<file path="src/rtl/alert_pkg.sv">
// Shared types and helpers for the alert blinker and its sibling input debouncer.
package alert_pkg;

    typedef enum logic [1:0] {
        IDLE = 2'd0,
        ON   = 2'd1,
        OFF  = 2'd2
    } state_t;

    function automatic int ms_to_cycles(int freq_hz, int ms);
        return (freq_hz / 1000) * ms;
    endfunction

endpackage

</file>
<file path="src/rtl/alert_blinker_if.sv">
// Event-in / indicator-out bundle between the parking FSM and the board pins.
interface alert_blinker_if;
    logic trig_pulse;
    logic led_out;
    logic busy;
    logic dropped;

    modport master (output trig_pulse, input led_out, busy, dropped);
    modport slave  (input trig_pulse, output led_out, busy, dropped);
endinterface

</file>
<file path="src/rtl/alert_blinker_phase_timer.sv">
// Down-counting phase timer; done marks the last cycle of the loaded phase.
module phase_timer #(
    parameter int W = 32
) (
    input  logic         clk,
    input  logic         rst,
    input  logic         load,
    input  logic [W-1:0] load_val,
    input  logic         enable,
    output logic         done
);

    logic [W-1:0] cnt;

    // load_val is phase length minus one, so cnt==0 is the final cycle
    assign done = enable && (cnt == '0);

    always_ff @(posedge clk) begin
        if (rst)
            cnt <= '0;
        else if (load)
            cnt <= load_val;
        else if (enable && cnt != '0)
            cnt <= cnt - 1'b1;
    end

endmodule

</file>
<file path="src/rtl/alert_blinker.sv">
// Turns one-cycle event pulses into BLINKS on/off LED sequences, queueing extras.
module alert_blinker
    import alert_pkg::*;
#(
    parameter int CLK_FREQ_HZ = 100_000_000,
    parameter int ON_MS       = 200,
    parameter int OFF_MS      = 200,
    parameter int BLINKS      = 3,
    parameter int PEND_MAX    = 3
) (
    input  logic            clk,
    input  logic            rst,
    alert_blinker_if.slave  bus
);

    localparam int ON_CYC  = ms_to_cycles(CLK_FREQ_HZ, ON_MS);
    localparam int OFF_CYC = ms_to_cycles(CLK_FREQ_HZ, OFF_MS);
    localparam int MAX_CYC = (ON_CYC > OFF_CYC) ? ON_CYC : OFF_CYC;
    localparam int TW      = ($clog2(MAX_CYC) < 1) ? 1 : $clog2(MAX_CYC);
    localparam int BW      = ($clog2(BLINKS + 1) < 1) ? 1 : $clog2(BLINKS + 1);
    localparam int PW      = ($clog2(PEND_MAX + 1) < 1) ? 1 : $clog2(PEND_MAX + 1);

    localparam logic [TW-1:0] ON_LD  = TW'(ON_CYC - 1);
    localparam logic [TW-1:0] OFF_LD = TW'(OFF_CYC - 1);

    state_t         state, state_n;
    logic [BW-1:0]  blink_cnt, blink_n;
    logic [PW-1:0]  pend, pend_n;
    logic           tmr_load, tmr_done, seq_end, drop_n;
    logic [TW-1:0]  tmr_val;
    logic           led_q, busy_q, drop_q;
    logic           trig;

    assign trig = bus.trig_pulse;

    phase_timer #(.W(TW)) u_timer (
        .clk      (clk),
        .rst      (rst),
        .load     (tmr_load),
        .load_val (tmr_val),
        .enable   (state != IDLE),
        .done     (tmr_done)
    );

    always_comb begin
        state_n  = state;
        tmr_load = 1'b0;
        tmr_val  = ON_LD;
        blink_n  = blink_cnt;
        pend_n   = pend;
        drop_n   = 1'b0;
        seq_end  = 1'b0;

        case (state)
            IDLE: begin
                if (trig) begin
                    state_n  = ON;
                    tmr_load = 1'b1;
                    blink_n  = BW'(BLINKS - 1);
                end
            end
            ON: begin
                if (tmr_done) begin
                    state_n  = OFF;
                    tmr_load = 1'b1;
                    tmr_val  = OFF_LD;
                end
            end
            OFF: begin
                if (tmr_done) begin
                    if (blink_cnt != '0) begin
                        state_n  = ON;
                        tmr_load = 1'b1;
                        blink_n  = blink_cnt - 1'b1;
                    end else begin
                        seq_end = 1'b1;
                        if (pend != '0 || trig) begin
                            state_n  = ON;
                            tmr_load = 1'b1;
                            blink_n  = BW'(BLINKS - 1);
                        end else begin
                            state_n = IDLE;
                        end
                    end
                end
            end
            default: state_n = IDLE;
        endcase

        // At sequence end a coincident trigger replaces the dequeued one, so pend holds
        if (seq_end) begin
            if (pend != '0 && !trig)
                pend_n = pend - 1'b1;
        end else if (trig && state != IDLE) begin
            if (pend < PW'(PEND_MAX))
                pend_n = pend + 1'b1;
            else
                drop_n = 1'b1;
        end
    end

    always_ff @(posedge clk) begin
        if (rst) begin
            state     <= IDLE;
            blink_cnt <= '0;
            pend      <= '0;
            led_q     <= 1'b0;
            busy_q    <= 1'b0;
            drop_q    <= 1'b0;
        end else begin
            state     <= state_n;
            blink_cnt <= blink_n;
            pend      <= pend_n;
            led_q     <= (state_n == ON);
            busy_q    <= (state_n != IDLE);
            drop_q    <= drop_n;
        end
    end

    assign bus.led_out = led_q;
    assign bus.busy    = busy_q;
    assign bus.dropped = drop_q;

endmodule

</file>
<file path="src/flat_wrapper.sv">
// flat-port wrapper written by rule: the top's interface ports become plain ports
module alert_blinker_flat import alert_pkg::*;
#(
    parameter int CLK_FREQ_HZ = 100_000_000,
    parameter int ON_MS       = 200,
    parameter int OFF_MS      = 200,
    parameter int BLINKS      = 3,
    parameter int PEND_MAX    = 3
)
  (clk, rst, bus_trig_pulse, bus_led_out, bus_busy, bus_dropped);
  alert_blinker_if bus_i ();
  input  logic clk;
  input  logic rst;
  input wire logic [$bits(bus_i.trig_pulse)-1:0] bus_trig_pulse;
  output wire logic [$bits(bus_i.led_out)-1:0] bus_led_out;
  output wire logic [$bits(bus_i.busy)-1:0] bus_busy;
  output wire logic [$bits(bus_i.dropped)-1:0] bus_dropped;
  assign bus_i.trig_pulse = bus_trig_pulse;
  assign bus_led_out = bus_i.led_out;
  assign bus_busy = bus_i.busy;
  assign bus_dropped = bus_i.dropped;
  alert_blinker #(.CLK_FREQ_HZ(CLK_FREQ_HZ), .ON_MS(ON_MS), .OFF_MS(OFF_MS), .BLINKS(BLINKS), .PEND_MAX(PEND_MAX)) u_core (.clk(clk), .rst(rst), .bus(bus_i));
endmodule
</file>
<file path="config.mk">
export PLATFORM = sky130hd
export DESIGN_NAME = alert_blinker_flat
export DESIGN_NICKNAME = d
export VERILOG_FILES = /design/src/rtl/alert_pkg.sv /design/src/rtl/alert_blinker_if.sv /design/src/rtl/alert_blinker_phase_timer.sv /design/src/rtl/alert_blinker.sv /design/src/flat_wrapper.sv
export SDC_FILE = /design/constraint.sdc
export NUM_CORES = 1
export LEC_CHECK = 0
export CORE_MARGIN = 2
export CORE_UTILIZATION = 54
export CTS_CLUSTER_SIZE = 14
export DETAILED_ROUTE_END_ITERATION = 8
export PLACE_DENSITY_LB_ADDON = 0.08
export SYNTH_ARGS = -nofsm -noshare
export SYNTH_HDL_FRONTEND = slang
export SYNTH_SLANG_ARGS = --single-unit
</file>
<file path="constraint.sdc">
create_clock -name clk -period 2.2 [get_ports clk]
set_input_delay 0.44 -clock clk [delete_from_list [all_inputs] [get_ports clk]]
set_output_delay 0.44 -clock clk [all_outputs]
set_load 0.02 [all_outputs]
</file>
Yosys cells after proc, flatten, opt, wreduce, memory -nomap -nowiden
Index checks and enable logic that the tools add are counted.
{"block": "word_totals", "word_cells": 69, "ff_bits": 34, "inputBits": 3}
{"block": "op_classes", "bitwise": 1, "n_reduce_logical": 21, "n_eq_ne": 7, "n_lt_le_gt_ge": 1, "addsub": 4, "mux": 27}
{"operator": "two-way mux 25 bit", "n": 2}
{"operator": "logical NOT 25 bit", "n": 1}
{"operator": "nonzero test 25 bit", "n": 1}
{"operator": "subtractor 25 x 1 -> 25 bit (second input constant)", "n": 1}
{"operator": "two-way mux 2 bit", "n": 12}
{"operator": "nonzero test 2 bit", "n": 8}
{"operator": "two-way mux 1 bit", "n": 10}
{"operator": "one-hot mux 2 bit (3 select lines)", "n": 1}
{"operator": "== test 2 x 1 -> 1 bit (second input constant)", "n": 2}
{"operator": "logical AND 1 bit", "n": 4}
{"operator": "inequality test 2 bit (second input constant)", "n": 2}
{"operator": "one-hot mux 2 bit (2 select lines)", "n": 1}
{"operator": "AND reduction 4 bit", "n": 1}
{"operator": "subtractor 2 x 1 -> 2 bit (second input constant)", "n": 2}
{"operator": "inequality test 3 x 1 -> 1 bit (second input constant)", "n": 1}
{"operator": "one-hot mux 1 bit (3 select lines)", "n": 1}
{"operator": "AND reduction 3 bit", "n": 1}
{"operator": "OR reduction 3 bit", "n": 1}
{"operator": "adder 2 x 1 -> 2 bit (second input constant)", "n": 1}
{"operator": "== test 2 bit (second input constant)", "n": 1}
{"operator": "logical NOT 2 bit", "n": 1}
{"operator": "< comparator 2 bit (second input constant)", "n": 1}
{"operator": "inequality test 2 x 1 -> 1 bit (second input constant)", "n": 1}
{"operator": "OR reduction 2 bit", "n": 1}
{"operator": "other kinds (3)", "n": 3}

Logic depth before layout (Yosys ltp)
{"block": "logic_depth", "word_depth": 7, "mapped_depth": 8}

Cells and area by module
Synthesis repeated with hierarchy kept, for this count alone.
{"block": "unflattened", "cells_unflattened": 239, "hier_area_um2": 2074.5}
{"module": "phase_timer", "instances": 1, "area_each_um2": 1549.0, "cells_each": 183}
{"module": "alert_blinker", "instances": 1, "area_each_um2": 525.5, "cells_each": 56}

Least setup slack after synthesis
OpenSTA, ideal clock, no wires.
{"block": "synth_timing", "path_kind": "reg-to-reg", "start": "register u_core.u_timer.cnt[15]", "end": "register u_core.u_timer.cnt[23]", "n_path_buf": 1, "stages_incl_launch_ff": 7, "required_time_ns": 2.130, "setup_slack_ns": -0.280, "t_arrival_ns": 2.411, "setup_ns": 0.070, "cell_sequence": "dfxtp_1 -> or4_4 -> or4_4 -> buf_6 -> or4_4 -> or3_1 -> a21oi_1"}
{"block": "synth_between", "elab_chain_len": 5}
{"element": "from (decl)", "line": "alert_blinker_phase_timer.sv:13", "rtl": "logic [W-1:0] cnt;"}
{"element": "from (signal assigned)", "line": "alert_blinker_phase_timer.sv:22", "rtl": "cnt <= load_val;"}
{"element": "from (signal assigned)", "line": "alert_blinker_phase_timer.sv:24", "rtl": "cnt <= cnt - 1'b1;"}
{"element": "parallel branches: the longest is 5 deep, another holds subtractor 25 x 1 -> 25 bit"}
Parallel ways; which one is timed is not known.
A chain may end at the register's enable or synchronous reset.

Worst setup path after layout
{"block": "layout_timing", "start": "register u_core.u_timer.cnt[18]", "end": "register u_core.pend[0]"}
{"block": "layout_between", "elab_chain_len": 6}
{"element": "logical NOT 25 bit *", "line": "alert_blinker_phase_timer.sv:16", "rtl": "assign done = enable && (cnt == '0);"}
{"element": "logical AND 1 bit *", "line": "alert_blinker_phase_timer.sv:16"}
{"element": "two-way mux 1 bit *", "line": "alert_blinker.sv:70", "rtl": "if (tmr_done) begin"}
{"element": "two-way mux 1 bit *", "line": "alert_blinker.sv:54", "rtl": "case (state)"}
{"element": "inequality test 2 bit (no source line) or nonzero test 2 bit (tied branches)"}
{"element": "AND reduction 3 bit (no source line)"}
{"element": "to (signal assigned)", "line": "alert_blinker.sv:113", "rtl": "pend <= pend_n;"}
{"element": "to (decl)", "line": "alert_blinker.sv:28", "rtl": "logic [PW-1:0] pend, pend_n;"}
Mark *: on every way between the ends. The rest lies on a longest branch, timed or not.

==> results.md <==
- Worst min path class: register to register
- Slowest CP cell: or4_4
- Ys async rst share: 0
- CP Max Fanout: 3
- Failing checks: negative setup slack
- Fin worst setup slack: -0.2317 ns
- Fin Setup TNS: -2.270 ns
- Vias in the first global route: 1797
- Switch Pwr: 0.0006018 W
- Ant diodes: 0
- Minimum clock period: 2.432 ns
- Final cell count without fillers: 313
- Row cnt: 20
- Largest net degree at the start of global routing: 18
- Top Layer Used: met4
- Syn avg cell area: 8.556 sq um
- CTS tree: done
- H-tree depth: 2
- Max Fclk: 0.4112 GHz
- Sequential power share: 0.411
- Initial antenna violation count: 0
- Final Instance Area: 2768 sq um
- Critical-path cell list: or4_4 > or4_4 > buf_6 > buf_6 > nor3_2 > buf_4 > a21oi_2 > o31ai_1
- Total grt overflow: 0
- Final GP Congestion: 0.9426
- Critical path type: register to register
- Post-synthesis register bit count: 34
- Pre-CTS WS: -0.2178 ns
- Clk pin slew, worst setup/hold paths: 0.11 ns
- Clk pwr share: 0.225
- Cell area power density: 615.0 nW/um^2
- Leakage power: 1.014 nW
- DIE HEIGHT: 61.68 microns
- Die W: 61.68 microns
- Area of placed instances: 2153 sq um
- CORE AREA: 3103 sq um
- Cells after Synth: 210
- # nets final: 275
- Setup repair after global routing missed its margin: true
- Die ar.: 3804 sq um
- Crit. End Element: register
- Share of cells above drive strength 1: 0.4833
- DR pass1 iterations: 7
- Sequential fraction of the synthesis area: 0.3788
- Post-synth net total: 217
- Iter 0 DRT Violations: 287
- Worst EP required: 2.46 ns
- Average wire per standard cell: 22.98 microns
- Gr usage total: 0.3009
- Initial core utilization: 0.5790
- CTS sink cnt: 34
- I/O Buffers: 5
- Internal: 0.001100 W
- Max-slew violation count: 0
- Post-DP HPWL: 3.302 mm
- First-pass GRT wire length: 8.390 mm
- Clk_skew: 0.01803 ns
- Post-synth EDFFs: 0
- Crit start category: register
- Met3 WL: 750 microns
- Number of remaining DRC errors: 0
- Max-Slew Margin vs Limit: 0.5780
- I/O Pins: 6
- Primary FF master, synth: dfxtp_1
- Period utilization: 1.105
- Yosys cell types: 47
- Outcome: finished with violations
- Met1 Wirelength: 2.783 mm
- CP arrival: 2.70 ns
- Num CTS Buffers: 5
- Max IR drop VDD: 516.3 uV
- Vias per cell: 6.891
- Placed insts: 286
- Power share of the combinational group: 0.364
- Largest stage delay, worst path: 0.54 ns
- Root buffer cell: clkbuf_4
- Worst-Skew Late Latency: 0.36 ns
- Via count: 2157
- Max-cap violations: 0
- Longest Clk Path Bufs: 2
- Final hold viol count: 0
- Met2 wire len: 3.327 mm
- Routed Antenna Nets: 0
- Synth warn: 0
- Tightest Pin Transition: 0.6273 ns
- Aggregate routed wire length: 7.192 mm
- Mapped Area: 1797 sq um
- Sw Share: 0.3536
- Area Overhead vs Synth: 54.04%
- Final setup fails: 26
-- per-stage QoR --
step / total power (W) / util / hold WS (ns)
final: 0.001702 / 0.8919 / 0.5190
after global placement: 0.001075 / 0.6940 / 0.4597
after floorplan: 0.0009401 / - / 0.4482
after global routing: 0.001757 / 0.8919 / 0.5428
after detailed placement: 0.001090 / 0.6940 / 0.4750
after CTS: 0.001534 / 0.7774 / 0.4906
-- final cells by class --
class	instances	area, sq um
clock inverter	1	5.005
sequential	34	684.4
multi-input combinational	156	1369
fill	139	335.3
clock buffer	7	55.05
tap	44	55.05
inverter	7	26.28
timing repair buffer	64	573.1
-- cells in the mapped netlist (all sizes together), types with 2 or more instances --
master  number  area, sq um
a21o         2        15.01
a21oi       14        70.07
a221oi       2        17.52
a31o         2        17.52
a31oi       11        68.82
a41oi        2        17.52
and2         2        12.51
buf          3        33.78
clkbuf      10        38.78
dfxtp       34        680.7
ha           4        50.05
inv          7        26.28
nand2        9        33.78
nand2b       3        18.77
nand3        4        20.02
nand4        2        12.51
nor2        11        41.29
nor3         7        35.03
nor4         7        43.79
nor4b        2        17.52
o21ai       14        70.07
o31ai        6        45.04
or2          4        25.03
or3         14        90.08
or4         11        97.60
xnor2        2        17.52
xor2         6        52.55
-- cells in the final DEF (no fill, tap or decap), types with 5 or more instances in the layout --
| cell type | count |
|---|---|
| a21oi_1 | 7 |
| a21oi_2 | 7 |
| a31oi_1 | 9 |
| buf_4 | 40 |
| buf_6 | 18 |
| clkbuf_4 | 5 |
| clkdlybuf4s50_1 | 5 |
| dfxtp_1 | 31 |
| inv_1 | 7 |
| nand2_1 | 7 |
| nor2_1 | 10 |
| o21ai_2 | 6 |
| or3_1 | 10 |
| or4_4 | 9 |
| xor2_1 | 6 |
-- sequential cells by signal, indices dropped and copies added, names as in the netlist --
signal / cells
u_core.state: 2
u_core.bus.busy: 1
u_core.blink_cnt: 2
u_core.u_timer.cnt: 25
u_core.pend: 2
u_core.bus.led_out: 1
u_core.bus.dropped: 1
-- metal layers --
metal | vias up | GRT usage
li1 | 917 | -
met1 | 1024 | 0.3987
met2 | 178 | 0.4617
met3 | 38 | 0.08193
met4 | 0 | 0.1246
met5 | - | 0
-- worst paths after layout --
kind	end	depth (start not counted)	from	slack, ns
max	u_core.pend[0]	8	u_core.u_timer.cnt[18]	-0.23
min	u_core.u_timer.cnt[13]	2	u_core.u_timer.cnt[13]	0.52
max reg2reg	u_core.pend[0]	8	u_core.u_timer.cnt[18]	-0.23
min reg2reg	u_core.u_timer.cnt[13]	2	u_core.u_timer.cnt[13]	0.52
-- power groups by stage --
| stage | Combinational (W) | Sequential (W) | Clock, W |
|---|---|---|---|
| 2_1_floorplan | 0.000232 | 0.000709 | 0 |
| 3_3_place_gp | 0.000376 | 0.000699 | 0 |
| 3_5_place_dp | 0.000388 | 0.000702 | 0 |
| 4_1_cts | 0.000470 | 0.000689 | 0.000375 |
| 5_1_grt | 0.000648 | 0.000702 | 0.000408 |
| 6_report | 0.000620 | 0.000699 | 0.000383 |
-- logic make-up after synthesis --
logic type,Yosys count,share of synthesized area
and+or+nand+nor,83,0.2820
AOI/OAI and AO/OA,61,0.2173
DFF,34,0.3788
buffers and inverters,20,0.05501
xor gates and xnor gates,8,0.03900
adders and majority gates,4,0.02786
-- what timing repair did --
item	4_1_cts	5_1_grt
buffers inserted	11	7
setup endpoints to repair	16	33
gates cloned	1	2
resized for setup	31	68
pin swaps	16	36
hold buffers	0	0
-- critical path, delay by kind of cell (launching register included) --
family / cells / cell delay, ns
AND/OR/NAND/NOR: 3 / 1.26
flip-flops: 1 / 0.34
buffers and inverters: 3 / 0.42
AO/OA/AOI/OAI: 2 / 0.32
Note: power is estimated with default switching activity, not from simulation.
